==> src/rtl/parking_gate_arbiter_if.sv <==
// Request/response bundle between the lane sensors and the parking gate arbiter.
// master: lane side (drives requests); slave: arbiter side (drives door/status).
interface parking_gate_arbiter_if #(
  parameter int unsigned CNT_W = 4
);
  logic             entry_req;
  logic             exit_req;
  logic             door_open;
  logic             grant_entry;
  logic             grant_exit;
  logic             entry_reject;
  logic             busy;
  logic             full;
  logic             empty;
  logic [CNT_W-1:0] occupancy;

  modport master (
    output entry_req,
    output exit_req,
    input  door_open,
    input  grant_entry,
    input  grant_exit,
    input  entry_reject,
    input  busy,
    input  full,
    input  empty,
    input  occupancy
  );

  modport slave (
    input  entry_req,
    input  exit_req,
    output door_open,
    output grant_entry,
    output grant_exit,
    output entry_reject,
    output busy,
    output full,
    output empty,
    output occupancy
  );
endinterface

==> src/rtl/parking_gate_arbiter.sv <==
// Parking gate arbiter: shares one door between the entry and exit lanes, issues one
// open pulse per granted vehicle, holds off grants for the door window and tracks
// occupancy against capacity.
// Optional build macro PARKING_GATE_EXIT_PRIORITY_EN: on a tie, exit always wins
// (frees space first); otherwise ties are broken round-robin.
module parking_gate_arbiter #(
  parameter int unsigned CAP         = 8,
  parameter int unsigned CNT_W       = 4,
  parameter int unsigned OPEN_CYCLES = 20
) (
  input  logic                  clk_2Hz,
  input  logic                  reset,
  parking_gate_arbiter_if.slave bus
);

  localparam int unsigned      CW      = $clog2(OPEN_CYCLES);
  localparam logic [CW-1:0]    CntLast = CW'(OPEN_CYCLES - 1);
  localparam logic [CNT_W-1:0] CapVal  = CNT_W'(CAP);

  typedef enum logic [1:0] {StIdle, StOpen, StGuard} state_e;

  state_e           state_q;
  logic [CW-1:0]    cnt_q;
  logic [CNT_W-1:0] occ_q;
  logic             door_open_q;
  logic             grant_entry_q;
  logic             grant_exit_q;
  logic             entry_reject_q;
  logic             busy_q;
`ifndef PARKING_GATE_EXIT_PRIORITY_EN
  logic             last_exit_q;  // 1: exit was served last, so entry wins the next tie
`endif

  logic full;
  logic empty;
  logic entry_elig;
  logic exit_elig;
  logic serve_entry;
  logic serve_exit;

  // Capacity flags straight from the occupancy register.
  always_comb begin
    full  = (occ_q == CapVal);
    empty = (occ_q == '0);
  end

  // Eligibility and tie-break between the two lanes.
  always_comb begin
    entry_elig = bus.entry_req && !full;
    exit_elig  = bus.exit_req && !empty;
`ifdef PARKING_GATE_EXIT_PRIORITY_EN
    serve_exit = exit_elig;
`else
    serve_exit = exit_elig && (!entry_elig || !last_exit_q);
`endif
    serve_entry = entry_elig && !serve_exit;
  end

  // Door sequencing FSM with registered pulse/status outputs and occupancy count.
  always_ff @(posedge clk_2Hz) begin
    if (!reset) begin
      state_q        <= StIdle;
      cnt_q          <= '0;
      occ_q          <= '0;
      door_open_q    <= 1'b0;
      grant_entry_q  <= 1'b0;
      grant_exit_q   <= 1'b0;
      entry_reject_q <= 1'b0;
      busy_q         <= 1'b0;
`ifndef PARKING_GATE_EXIT_PRIORITY_EN
      last_exit_q    <= 1'b1;
`endif
    end else begin
      // Pulses default low so each lasts exactly one cycle.
      door_open_q    <= 1'b0;
      grant_entry_q  <= 1'b0;
      grant_exit_q   <= 1'b0;
      entry_reject_q <= 1'b0;
      unique case (state_q)
        StIdle: begin
          if (serve_entry || serve_exit) begin
            state_q       <= StOpen;
            cnt_q         <= '0;
            busy_q        <= 1'b1;
            door_open_q   <= 1'b1;
            grant_entry_q <= serve_entry;
            grant_exit_q  <= serve_exit;
`ifndef PARKING_GATE_EXIT_PRIORITY_EN
            last_exit_q   <= serve_exit;
`endif
            // Grants are gated by full/empty, so this never wraps.
            occ_q <= serve_entry ? occ_q + 1'b1 : occ_q - 1'b1;
          end else if (bus.entry_req && full) begin
            entry_reject_q <= 1'b1;
          end
        end
        StOpen: begin
          if (cnt_q == CntLast) begin
            state_q <= StGuard;
          end else begin
            cnt_q <= cnt_q + 1'b1;
          end
        end
        StGuard: begin
          state_q <= StIdle;
          busy_q  <= 1'b0;
        end
        default: begin
          state_q <= StIdle;
          busy_q  <= 1'b0;
        end
      endcase
    end
  end

  assign bus.door_open    = door_open_q;
  assign bus.grant_entry  = grant_entry_q;
  assign bus.grant_exit   = grant_exit_q;
  assign bus.entry_reject = entry_reject_q;
  assign bus.busy         = busy_q;
  assign bus.full         = full;
  assign bus.empty        = empty;
  assign bus.occupancy    = occ_q;

endmodule

==> src/flat_wrapper.sv <==
// flat-port wrapper written by rule: the top's interface ports become plain ports
module parking_gate_arbiter_flat 
#(
  parameter int unsigned CAP         = 8,
  parameter int unsigned CNT_W       = 4,
  parameter int unsigned OPEN_CYCLES = 20
)
  (clk_2Hz, reset, bus_entry_req, bus_exit_req, bus_door_open, bus_grant_entry, bus_grant_exit, bus_entry_reject, bus_busy, bus_full, bus_empty, bus_occupancy);
  parking_gate_arbiter_if #(.CNT_W(CNT_W)) bus_i ();
  input  logic clk_2Hz;
  input  logic reset;
  input wire logic [$bits(bus_i.entry_req)-1:0] bus_entry_req;
  input wire logic [$bits(bus_i.exit_req)-1:0] bus_exit_req;
  output wire logic [$bits(bus_i.door_open)-1:0] bus_door_open;
  output wire logic [$bits(bus_i.grant_entry)-1:0] bus_grant_entry;
  output wire logic [$bits(bus_i.grant_exit)-1:0] bus_grant_exit;
  output wire logic [$bits(bus_i.entry_reject)-1:0] bus_entry_reject;
  output wire logic [$bits(bus_i.busy)-1:0] bus_busy;
  output wire logic [$bits(bus_i.full)-1:0] bus_full;
  output wire logic [$bits(bus_i.empty)-1:0] bus_empty;
  output wire logic [$bits(bus_i.occupancy)-1:0] bus_occupancy;
  assign bus_i.entry_req = bus_entry_req;
  assign bus_i.exit_req = bus_exit_req;
  assign bus_door_open = bus_i.door_open;
  assign bus_grant_entry = bus_i.grant_entry;
  assign bus_grant_exit = bus_i.grant_exit;
  assign bus_entry_reject = bus_i.entry_reject;
  assign bus_busy = bus_i.busy;
  assign bus_full = bus_i.full;
  assign bus_empty = bus_i.empty;
  assign bus_occupancy = bus_i.occupancy;
  parking_gate_arbiter #(.CAP(CAP), .CNT_W(CNT_W), .OPEN_CYCLES(OPEN_CYCLES)) u_core (.clk_2Hz(clk_2Hz), .reset(reset), .bus(bus_i));
endmodule
==> config.mk <==
export PLATFORM = sky130hd
export DESIGN_NAME = parking_gate_arbiter_flat
export DESIGN_NICKNAME = d
export VERILOG_FILES = /design/src/rtl/parking_gate_arbiter_if.sv /design/src/rtl/parking_gate_arbiter.sv /design/src/flat_wrapper.sv
export SDC_FILE = /design/constraint.sdc
export NUM_CORES = 1
export LEC_CHECK = 0
export CORE_AREA = 2 2 46 48
export CTS_BUF_LIST = sky130_fd_sc_hd__clkbuf_2 sky130_fd_sc_hd__clkbuf_4 sky130_fd_sc_hd__clkbuf_8
export DETAILED_ROUTE_END_ITERATION = 6
export DIE_AREA = 0 0 48 50
export GPL_ROUTABILITY_DRIVEN = 0
export PLACE_DENSITY_LB_ADDON = 0.25
export SLEW_MARGIN = 30
export SYNTH_ARGS = -nofsm -noshare
export SYNTH_HDL_FRONTEND = slang
export SYNTH_SLANG_ARGS = --single-unit
==> constraint.sdc <==
create_clock -name clk_2Hz -period 2.95 [get_ports clk_2Hz]
set_input_delay 0.59 -clock clk_2Hz [delete_from_list [all_inputs] [get_ports clk_2Hz]]
set_output_delay 0.59 -clock clk_2Hz [all_outputs]
set_load 0.01 [all_outputs]
==> out/qor.csv, run 1 <==
stage,metric,value,unit
synth,syn_nets,102,
worst_setup_path,CP Buf/Inv Count,2,
sta,clock skew,2.48,ps
detailed_routing,Final ANT Viol Nets,0,
flow_run,Maximum Capacitance Violations,0,
detailed_routing,DR vias,809,
power_and_ir_drop,sequential share of power,38.4,%
grt,largest net degree at the start of global routing,16,
floorplanning,Row Count,16,
power_and_ir_drop,worst vdd ir,0.401,mV
detailed_routing,first-pass iteration count of the detailed router,4,
hold_path,hold crit path type,reg2reg,
synth,Synth Area in Compound Gates,19.1,%
sta,RSZ-0062 raised after global routing,false,
detailed_routing,drt total wl,1950,um
sta,setup TNS,0,ps
finish,P&R area growth vs syn,22.0,%
worst_setup_path,critical path cell sequence,or4b_1 > inv_1 > clkdlybuf4s50_1,
place,pre-CTS WS,247,ps
detailed_routing,wire length per cell,14.2,um
cts,Hold Buf Count CTS,0,
cts,clk_lat worst skew,290,ps
sta,"Hold Vio Cnt, Final",0,
synth,XOR/XNOR Fraction of Synth Area,1.90,%
finish,share of cells above drive strength 1,13.5,%
floorplanning,die width,48,um
floorplanning,Core ar.,1900,um^2
detailed_routing,# DRC,0,
run_status,status,finished clean,
power_and_ir_drop,switching share of power,38.3,%
sta,Final Critical Period,2520,ps
floorplanning,die footprint,2400,um^2
worst_setup_path,Worst setup EP type,output port,
floorplanning,starting density of the core,48.5,%
worst_setup_path,family with the most delay on the worst path,buffers and inverters,
power_and_ir_drop,part of the power in the clock network,15.9,%
floorplanning,io pins,15,
cts,CTS Root Cell,clkbuf_4,
cts,post-CTS setup repair buffer count,0,
sta,post-route clock period utilization,85.3,%
worst_setup_path,critical path startpoint category,flip-flop,
cts,post-cts sizing count,0,
sta,Highest Clock Rate,397,MHz
place,PortBufs,14,
power_and_ir_drop,switching power,336,uW
worst_setup_path,worst-path fanout max,9,
power_and_ir_drop,power density cells,780,nW/um^2
grt,first-pass GRT wire length,3160,um
finish,Antenna Diode Count,0,
synth,Simple-Gate Fraction of Synth Area,24.6,%
worst_setup_path,WS Path Type,reg2out,
detailed_routing,vias per inst,5.86,
cts,clk sinks,17,
synth,mapped cell area,922,um^2
power_and_ir_drop,leakage,0.425,nW
grt,Tot GR Track Use,18.0,%
grt,initial antenna violation count,0,
synth,mux cell area share after synthesis,7.06,%
cts,CTS tree,done,
synth,main combinational cell family by area after synthesis,simple AND/OR/NAND/NOR gates,
synth,Synth Area per Inst,9.81,um^2
finish,multi-input logic area,543,um^2
sta,relative slew slack,60.9,%
cts,clk buf depth,2,
finish,NumNets Final,120,
place,hpwl dp,1300,um
finish,Filler Cell Count,169,
power_and_ir_drop,power share of the combinational group,45.7,%
cts,CTS H-tree depth,1,
synth,share of the yosys chip area belonging to registers,36.9,%
finish,fin util,59.1,%
synth,Syn Inst Count,94,
worst_setup_path,max incr delay on CP,600,ps
sta,Least-Margin Pin Slew,579,ps
cts,CTS Buf Count,3,
detailed_routing,drt initial violations,21,
worst_setup_path,CP Data Required Time,2360,ps
power_and_ir_drop,Pwr Total,878,uW
grt,vias in the first global route,704,
floorplanning,die height,50,um
worst_setup_path,WP data arrival,1930,ps
power_and_ir_drop,Internal,542,uW
synth,Netlist cell types,38,
worst_setup_path,slowest CP cell,or4b_1,
sta,Max Transition Viols Final,0,
synth,number of synthesized register bits,17,
synth,adder-cell area share of the yosys netlist,6.24,%
synth,YS warnings,0,
cts,clock-pin slew on the worst setup and hold paths,100,ps
grt,total gr overflow,0,
sta,# setup viols final,0,
finish,register area,340,um^2
sta,Final Worst Setup Slack,433,ps
[power groups by stage]
stage	Combinational (mW)	Sequential, mW	Clock (mW)
after floorplan	0.258	0.337	0
after global placement	0.388	0.339	0
after detailed placement	0.397	0.341	0
after CTS	0.400	0.336	0.136
after global routing	0.437	0.344	0.150
final	0.401	0.337	0.139
[layout by cell type, fill, tap and decap left out, types with 4 or more instances in the layout]
cell / instances
nand3_1: 8
clkbuf_4: 4
nand2_1: 5
a21oi_1: 6
inv_1: 4
dfxtp_1: 17
mux2i_1: 5
clkdlybuf4s50_1: 14
nand3b_1: 5
[sequential cells by signal, summed over array words and instances (netlist names)]
name                     flops
u_core.bus.entry_reject      1
u_core.bus.occupancy         4
u_core.bus.grant_exit        1
u_core.bus.grant_entry       1
u_core.bus.busy              1
u_core.last_exit_q           1
u_core.state_q               2
u_core.bus.door_open         1
u_core.cnt_q                 5
[layer usage]
metal / GRT usage [%] / part of all wire (%) / vias up
li1: - / - / 388
met1: 26.8 / 48 / 372
met2: 25.8 / 44 / 38
met3: 2.20 / 5.2 / 11
met4: 6.76 / 3.1 / 0
met5: 0 / 0 / -
[logic make-up (layout without fill, tap and decap cells)]
logic type,count (synthesis),after routing
AO/OA/AOI/OAI,20,20
XOR/XNOR,2,2
adder cells (fa/ha/maj),4,4
buffers and inverters,8,25
flip-flops,17,17
multiplexers,6,6
AND/OR/NAND/NOR,37,37
[worst reg2reg max path: stages, from the launching register on]
cell	delay, ps
dfxtp_1	420
or4b_1	600
o311ai_2	190
ha_1	280
a21o_1	130
a21oi_1	70
or4_1	480
nand4_1	80
[cells in the mapped netlist, drive strengths merged]
cell | n | share of area, %
a21oi | 6 | 3.3
a32o | 2 | 2.2
nand4 | 2 | 1.4
or3 | 1 | 1.2
dfxtp | 17 | 37
nand3 | 8 | 4.3
o311ai | 1 | 1.8
a31o | 1 | 0.95
and3 | 1 | 0.68
a21o | 1 | 0.81
mux2i | 5 | 5.4
nand2b | 3 | 2.0
a21boi | 2 | 1.6
fa | 1 | 2.2
mux2 | 1 | 1.6
buf | 2 | 1.8
a311oi | 1 | 0.95
or4 | 1 | 0.81
clkbuf | 2 | 0.81
nor4 | 1 | 0.68
a211oi | 3 | 2.4
o22ai | 1 | 1.4
o41ai | 1 | 0.95
xor2 | 2 | 1.9
nor4bb | 1 | 1.1
nor3 | 3 | 2.2
inv | 4 | 1.6
ha | 3 | 4.1
nor2 | 4 | 1.9
o221ai | 1 | 2.8
nand3b | 5 | 4.1
nand2 | 5 | 2.0
and4 | 1 | 1.1
or4b | 1 | 1.1
[final cells by class]
type | instances | area share, %
Timing Repair Buffer | 17 | 14.5
Multi-Input combinational cell | 69 | 48.3
Inverter | 4 | 1.33
Sequential cell | 17 | 30.3
Clock buffer | 4 | 2.67
Tap cell | 27 | 3.00
[per-stage QoR]
stage | cells | area (um^2) | hold slack, ps
final | 138 | 1120 | 495
after global placement | 134 | 1090 | 464
after floorplan | 94 | 922 | 449
after CTS | 138 | 1120 | 496
after detailed placement | 134 | 1090 | 482
after global routing | 138 | 1120 | 543
[final timing paths]
kind,slack [ps],end,cells past startpoint,start
min,500,u_core.cnt_q[4],2,u_core.cnt_q[4]
min reg2reg,500,u_core.cnt_q[4],2,u_core.cnt_q[4]
max,430,bus_full,3,u_core.bus.occupancy[0]
max reg2reg,660,u_core.bus.occupancy[3],7,u_core.bus.occupancy[0]
Note: power is estimated with default switching activity, not from simulation.
==> inputs of run 2 (changes only) <==
--- a/config.mk
+++ b/config.mk
@@ -10,7 +10,7 @@
 export DETAILED_ROUTE_END_ITERATION = 6
 export DIE_AREA = 0 0 48 50
 export GPL_ROUTABILITY_DRIVEN = 0
-export PLACE_DENSITY_LB_ADDON = 0.25
+export PLACE_DENSITY = 0.78
 export SLEW_MARGIN = 30
 export SYNTH_ARGS = -nofsm -noshare
 export SYNTH_HDL_FRONTEND = slang
==> run 2 against run 1 <==
Effect of this change:
- sequential cell count unchanged
- worst setup slack worse by 23 ps
- sequential share of layout area up 0.067 points
- clock skew up 2.9 ps
- count of clock-buffer cells in the layout down 1
- utilization down 0.13 points
- die area unchanged
- first-iteration DRC count up 19%
- largest power group unchanged
- register-to-register slack better by 50 ps
- worst hold slack worse by 2.4 ps
- total power down 2.4%
- wire length down 5.7%
==> out/qor.csv, run 2 (same netlist as run 1, synthesis figures left out) <==
stage,metric,value,unit,change
place,PortBufs,14,,unchanged
run_status,status,finished clean,,unchanged
cts,CTS H-tree depth,1,,unchanged
sta,relative slew slack,67.7,%,was 60.9%
worst_setup_path,critical path startpoint category,flip-flop,,unchanged
detailed_routing,wire length per cell,13.3,um,was 14.2 um
power_and_ir_drop,part of the power in the clock network,14.7,%,was 15.9%
detailed_routing,drt initial violations,25,,was 21
power_and_ir_drop,leakage,0.424,nW,was 0.425 nW
finish,fin util,59.0,%,was 59.1%
finish,NumNets Final,120,,unchanged
cts,CTS Root Cell,clkbuf_4,,unchanged
flow_run,Maximum Capacitance Violations,0,,unchanged
finish,P&R area growth vs syn,21.7,%,was 22.0%
cts,Hold Buf Count CTS,0,,unchanged
sta,setup TNS,0,ps,unchanged
finish,share of cells above drive strength 1,13.5,%,unchanged
worst_setup_path,WP data arrival,1950,ps,was 1930 ps
finish,Finished Layout Cells,138,,unchanged
finish,"Design Area, Final",1120,um^2,about the same
power_and_ir_drop,power share of the combinational group,45.9,%,was 45.7%
power_and_ir_drop,switching share of power,38.4,%,was 38.3%
finish,Antenna Diode Count,0,,unchanged
cts,clk buf depth,2,,unchanged
place,post-placement cell count,134,,unchanged
cts,post-CTS setup repair buffer count,0,,unchanged
worst_setup_path,slowest CP cell,or4b_1,,unchanged
cts,clk sinks,17,,unchanged
sta,"Hold Vio Cnt, Final",0,,unchanged
grt,vias in the first global route,738,,was 704
hold_path,hold crit path type,reg2reg,,unchanged
grt,Tot GR Track Use,18.1,%,was 18.0%
cts,clk_lat worst skew,290,ps,about the same
floorplanning,io pins,15,,unchanged
place,hpwl dp,1380,um,was 1300 um
detailed_routing,first-pass iteration count of the detailed router,4,,unchanged
sta,clock skew,5.39,ps,was 2.48 ps
power_and_ir_drop,sequential share of power,39.3,%,was 38.4%
grt,initial antenna violation count,0,,unchanged
worst_setup_path,Worst setup EP type,output port,,unchanged
sta,RSZ-0062 raised after global routing,false,,unchanged
sta,Max Transition Viols Final,0,,unchanged
cts,CTS Buf Count,3,,unchanged
cts,CTS tree,done,,unchanged
place,pre-CTS WS,323,ps,was 247 ps
sta,post-route clock period utilization,86.1,%,was 85.3%
sta,Hold WS,493,ps,was 495 ps
floorplanning,die height,50,um,unchanged
floorplanning,die footprint,2400,um^2,unchanged
place,area of placed instances,1090,um^2,unchanged
cts,post-cts sizing count,0,,unchanged
sta,Least-Margin Pin Slew,478,ps,was 579 ps
sta,Highest Clock Rate,394,MHz,was 397 MHz
worst_setup_path,CP Data Required Time,2360,ps,about the same
sta,# setup viols final,0,,unchanged
worst_setup_path,max incr delay on CP,600,ps,about the same
power_and_ir_drop,switching power,329,uW,was 336 uW
finish,most frequent cells in the layout,"17 x dfxtp_1, 14 x clkdlybuf4s50_1, 8 x nand3_1",,unchanged
detailed_routing,DR vias,790,,was 809
power_and_ir_drop,Pwr Total,857,uW,was 878 uW
floorplanning,starting density of the core,48.5,%,unchanged
finish,Biggest register,u_core.cnt_q,,unchanged
floorplanning,Core ar.,1900,um^2,unchanged
floorplanning,Row Count,16,,unchanged
worst_setup_path,critical path cell sequence,or4b_1 > inv_1 > clkdlybuf4s50_1,,unchanged
grt,first-pass GRT wire length,3080,um,was 3160 um
cts,clock-pin slew on the worst setup and hold paths,100,ps,about the same
detailed_routing,vias per inst,5.72,,was 5.86
grt,largest net degree at the start of global routing,16,,unchanged
worst_setup_path,WS Path Type,reg2out,,unchanged
finish,max reg flops,5,,unchanged
power_and_ir_drop,worst vdd ir,0.352,mV,was 0.401 mV
detailed_routing,Final ANT Viol Nets,0,,unchanged
worst_setup_path,worst-path fanout max,9,,unchanged
sta,Final Worst Setup Slack,410,ps,was 433 ps
power_and_ir_drop,Internal,528,uW,was 542 uW
detailed_routing,drt total wl,1840,um,was 1950 um
sta,Final Critical Period,2540,ps,was 2520 ps
grt,total gr overflow,0,,unchanged
power_and_ir_drop,power density cells,763,nW/um^2,was 780 nW/um^2
detailed_routing,# DRC,0,,unchanged
finish,"most common cell after layout, fill and taps aside",dfxtp_1,,unchanged
floorplanning,die width,48,um,unchanged
## run 2: cell count changes in the layout (fill, tap and decap cells not counted), sizes merged
cell    previous run  this run
clkbuf             4         3
clkinv             0         1
## run 2: area by class of cell
cell class	count	area, um^2
Inverter	4	15.0
Clock inverter	1	5.00
Fill cell	155	779
Clock buffer	3	22.5
Timing Repair Buffer	17	163
Tap cell	27	33.8
Sequential cell	17	340
Multi-Input combinational cell	69	543
## run 2: path summary, 6_finish.rpt
path	startpoint	to	slack (ps)	cells after the start
worst max-delay path	u_core.bus.occupancy[0]	bus_full	410	3
worst min-delay path	u_core.cnt_q[4]	u_core.cnt_q[4]	490	2
worst max register to register	u_core.bus.occupancy[0]	u_core.bus.occupancy[3]	710	7
worst min register to register	u_core.cnt_q[4]	u_core.cnt_q[4]	490	2
## run 2: routing by layer
metal / track usage (%) / vias to the layer above / wire length, um
li1: - / 391 / -
met1: 22.2 / 365 / 821
met2: 27.8 / 27 / 884
met3: 3.66 / 7 / 93
met4: 11.3 / 0 / 41
met5: 0 / - / 0
## run 2: critical path, delay by kind of cell (launching register included)
kind | cells | cell delay [ps]
flops | 1 | 420
buf+inv | 2 | 630
simple gates | 1 | 600
## run 2: power groups by stage
stage               registers, mW  clock network, mW  logic [mW]
detailed placement          0.341                  0       0.393
floorplan                   0.337                  0       0.258
finish                      0.337              0.126       0.393
global route                0.344              0.141       0.437
global placement            0.339                  0       0.384
CTS                         0.336              0.131       0.395
==> inputs of run 3 (changes only) <==
--- a/config.mk
+++ b/config.mk
@@ -10,8 +10,9 @@
 export DETAILED_ROUTE_END_ITERATION = 6
 export DIE_AREA = 0 0 48 50
 export GPL_ROUTABILITY_DRIVEN = 0
-export PLACE_DENSITY = 0.78
-export SLEW_MARGIN = 30
+export GPL_TIMING_DRIVEN = 0
+export PLACE_DENSITY = 0.7
+export SLEW_MARGIN = 10
 export SYNTH_ARGS = -nofsm -noshare
 export SYNTH_HDL_FRONTEND = slang
 export SYNTH_SLANG_ARGS = --single-unit
==> run 3 against run 2 <==
Effect of this change:
- count of clock-buffer cells in the layout is the same
- combinational power increased by 5.9%
- fmax decreased by 5.7%
- design area down 0.56%
- cell count did not move
- global-route usage increased by 1.5 points
- total power rose by 1.9%
- first-iteration DRC count fell by 60%
- wire length is 8.2% higher
- sequential cell count unchanged
- worst hold slack worse by 2.3 ps
- via count fell by 1.8%
==> out/qor.csv, run 3 (same netlist as run 1, synthesis figures left out) <==
stage,metric,value,unit,change
run_status,status,finished clean,,unchanged
finish,P&R area growth vs syn,21.0,%,was 21.7%
power_and_ir_drop,part of the power in the clock network,15.0,%,was 14.7%
worst_setup_path,reg2reg setup slack,640,ps,was 710 ps
sta,setup TNS,0,ps,unchanged
hold_path,Hold Path Sink,u_core.cnt_q[4],,unchanged
sta,Final Critical Period,2690,ps,was 2540 ps
place,PortBufs,13,,was 14
worst_setup_path,r2r startpoint,u_core.bus.occupancy[0],,unchanged
power_and_ir_drop,leakage,0.415,nW,was 0.424 nW
power_and_ir_drop,switching share of power,38.6,%,was 38.4%
floorplanning,die width,48,um,unchanged
cts,CTS Buf Count,3,,unchanged
worst_setup_path,WP data arrival,2950,ps,was 1950 ps
detailed_routing,Final ANT Viol Nets,0,,unchanged
detailed_routing,wire length per cell,14.4,um,was 13.3 um
finish,"most common cell after layout, fill and taps aside",dfxtp_1,,unchanged
sta,Least-Margin Pin Slew,660,ps,was 478 ps
worst_setup_path,critical path cell sequence,clkdlybuf4s50_1 > inv_1 > o311ai_2 > ha_1 > a21o_1 > a21oi_1 > or4_1 > nand4_1,,was or4b_1 > inv_1 > clkdlybuf4s50_1
hold_path,Hold Crit Start,u_core.cnt_q[4],,unchanged
detailed_routing,drt initial violations,10,,was 25
sta,# setup viols final,0,,unchanged
finish,share of cells above drive strength 1,12.6,%,was 13.5%
power_and_ir_drop,Internal,536,uW,was 528 uW
cts,clk sinks,17,,unchanged
detailed_routing,first-pass iteration count of the detailed router,4,,unchanged
sta,Highest Clock Rate,371,MHz,was 394 MHz
worst_setup_path,max incr delay on CP,610,ps,was 600 ps
cts,CTS tree,done,,unchanged
detailed_routing,drt total wl,1990,um,was 1840 um
grt,Tot GR Track Use,19.6,%,was 18.1%
place,pre-CTS WS,-58.6,ps,was 323 ps
cts,clock-pin slew on the worst setup and hold paths,110,ps,was 100 ps
floorplanning,die footprint,2400,um^2,unchanged
hold_path,hold path depth,2,,unchanged
worst_setup_path,worst-path fanout max,8,,was 9
cts,CTS Root Cell,clkbuf_4,,unchanged
worst_setup_path,slowest CP cell,clkdlybuf4s50_1,,was or4b_1
grt,first-pass GRT wire length,3390,um,was 3080 um
detailed_routing,DR vias,776,,was 790
worst_setup_path,Worst setup EP type,flip-flop,,was output port
sta,relative slew slack,55.9,%,was 67.7%
floorplanning,Core ar.,1900,um^2,unchanged
cts,post-cts sizing count,0,,unchanged
grt,largest net degree at the start of global routing,12,,was 16
detailed_routing,# DRC,0,,unchanged
grt,initial antenna violation count,0,,unchanged
finish,most frequent cells in the layout,"17 x dfxtp_1, 13 x clkdlybuf4s50_1, 8 x nand3_1",,"was 17 x dfxtp_1, 14 x clkdlybuf4s50_1, 8 x nand3_1"
sta,RSZ-0062 raised after global routing,false,,unchanged
sta,Hold WS,490,ps,was 493 ps
power_and_ir_drop,switching power,337,uW,was 329 uW
cts,Hold Buf Count CTS,0,,unchanged
sta,Final Worst Setup Slack,256,ps,was 410 ps
power_and_ir_drop,power density cells,782,nW/um^2,was 763 nW/um^2
grt,vias in the first global route,730,,was 738
place,hpwl dp,1440,um,was 1380 um
finish,Biggest register,u_core.cnt_q,,unchanged
sta,Max Transition Viols Final,0,,unchanged
power_and_ir_drop,worst vdd ir,0.472,mV,was 0.352 mV
flow_run,Maximum Capacitance Violations,0,,unchanged
finish,Antenna Diode Count,0,,unchanged
sta,"Hold Vio Cnt, Final",0,,unchanged
power_and_ir_drop,Pwr Total,873,uW,was 857 uW
worst_setup_path,worst r2r dst,u_core.bus.occupancy[3],,unchanged
finish,"Design Area, Final",1120,um^2,about the same
finish,NumNets Final,120,,unchanged
sta,post-route clock period utilization,91.3,%,was 86.1%
place,area of placed instances,1090,um^2,about the same
worst_setup_path,worst reg2reg path depth,7,,unchanged
finish,max reg flops,5,,unchanged
power_and_ir_drop,power share of the combinational group,47.6,%,was 45.9%
hold_path,hold crit path type,reg2reg,,unchanged
power_and_ir_drop,sequential share of power,37.3,%,was 39.3%
floorplanning,Row Count,16,,unchanged
worst_setup_path,CP Data Required Time,3200,ps,was 2360 ps
worst_setup_path,critical path startpoint category,input pin,,was flip-flop
cts,clk_lat worst skew,300,ps,was 290 ps
cts,CTS H-tree depth,1,,unchanged
worst_setup_path,WS Path Type,in2reg,,was reg2out
floorplanning,starting density of the core,48.5,%,unchanged
grt,total gr overflow,0,,unchanged
floorplanning,io pins,15,,unchanged
cts,post-CTS setup repair buffer count,0,,unchanged
detailed_routing,vias per inst,5.62,,was 5.72
cts,clk buf depth,2,,unchanged
sta,clock skew,11.3,ps,was 5.39 ps
floorplanning,die height,50,um,unchanged
run 3: changes by cell type in the layout (fill, tap and decap cells not counted), sizes merged:
cell           delta
clkdlybuf4s50     -1
clkinvlp          +1
clkinv            -1
buf               -1
clkbuf            +2
run 3: cell type report:
cell class	count	area, um^2
Clock buffer	3	22.5
Fill cell	180	786
Multi-Input combinational cell	69	543
Timing Repair Buffer	13	130
Tap cell	27	33.8
Sequential cell	17	340
Inverter	4	15.0
Clock inverter	1	7.51
Buffer	4	23.8
run 3: worst max path at each step:
stage,startpoint,endpoint,cells past startpoint
global placement,bus_exit_req,u_core.bus.occupancy[3],8
CTS,bus_exit_req,u_core.bus.occupancy[3],8
finish,bus_exit_req,u_core.bus.occupancy[3],8
global route,bus_exit_req,u_core.bus.occupancy[3],8
detailed placement,bus_exit_req,u_core.bus.occupancy[3],8
floorplan,u_core.bus.occupancy[0],u_core.bus.occupancy[3],7
run 3: metal layers:
| metal | global-route usage [%] | vias to the layer above | share of wire [%] |
|---|---|---|---|
| met2 | 30.4 | 19 | 48 |
| met3 | 3.30 | 4 | 3.8 |
| met5 | 0 | - | 0 |
| met1 | 27.4 | 364 | 47 |
| met4 | 5.41 | 0 | 1.3 |
| li1 | - | 389 | - |
run 3: power groups by stage:
stage / registers, mW / clock network [mW] / logic [mW]
6_report: 0.326 / 0.131 / 0.416
5_1_grt: 0.336 / 0.146 / 0.465
4_1_cts: 0.326 / 0.134 / 0.418
3_5_place_dp: 0.332 / 0 / 0.416
3_3_place_gp: 0.329 / 0 / 0.404
2_1_floorplan: 0.337 / 0 / 0.258
run 3: critical path: cells and delay by family:
family	cells	cell delay (ps)
compound gates	3	810
buf+inv	2	710
simple gates	2	530
fa+ha+maj	1	290
run 3: per-stage QoR:
stage	std cells	utilization (%)
finish	138	58.7
global route	138	58.7
CTS	138	58.7
detailed placement	134	57.1
global placement	134	57.1
floorplan	94	-
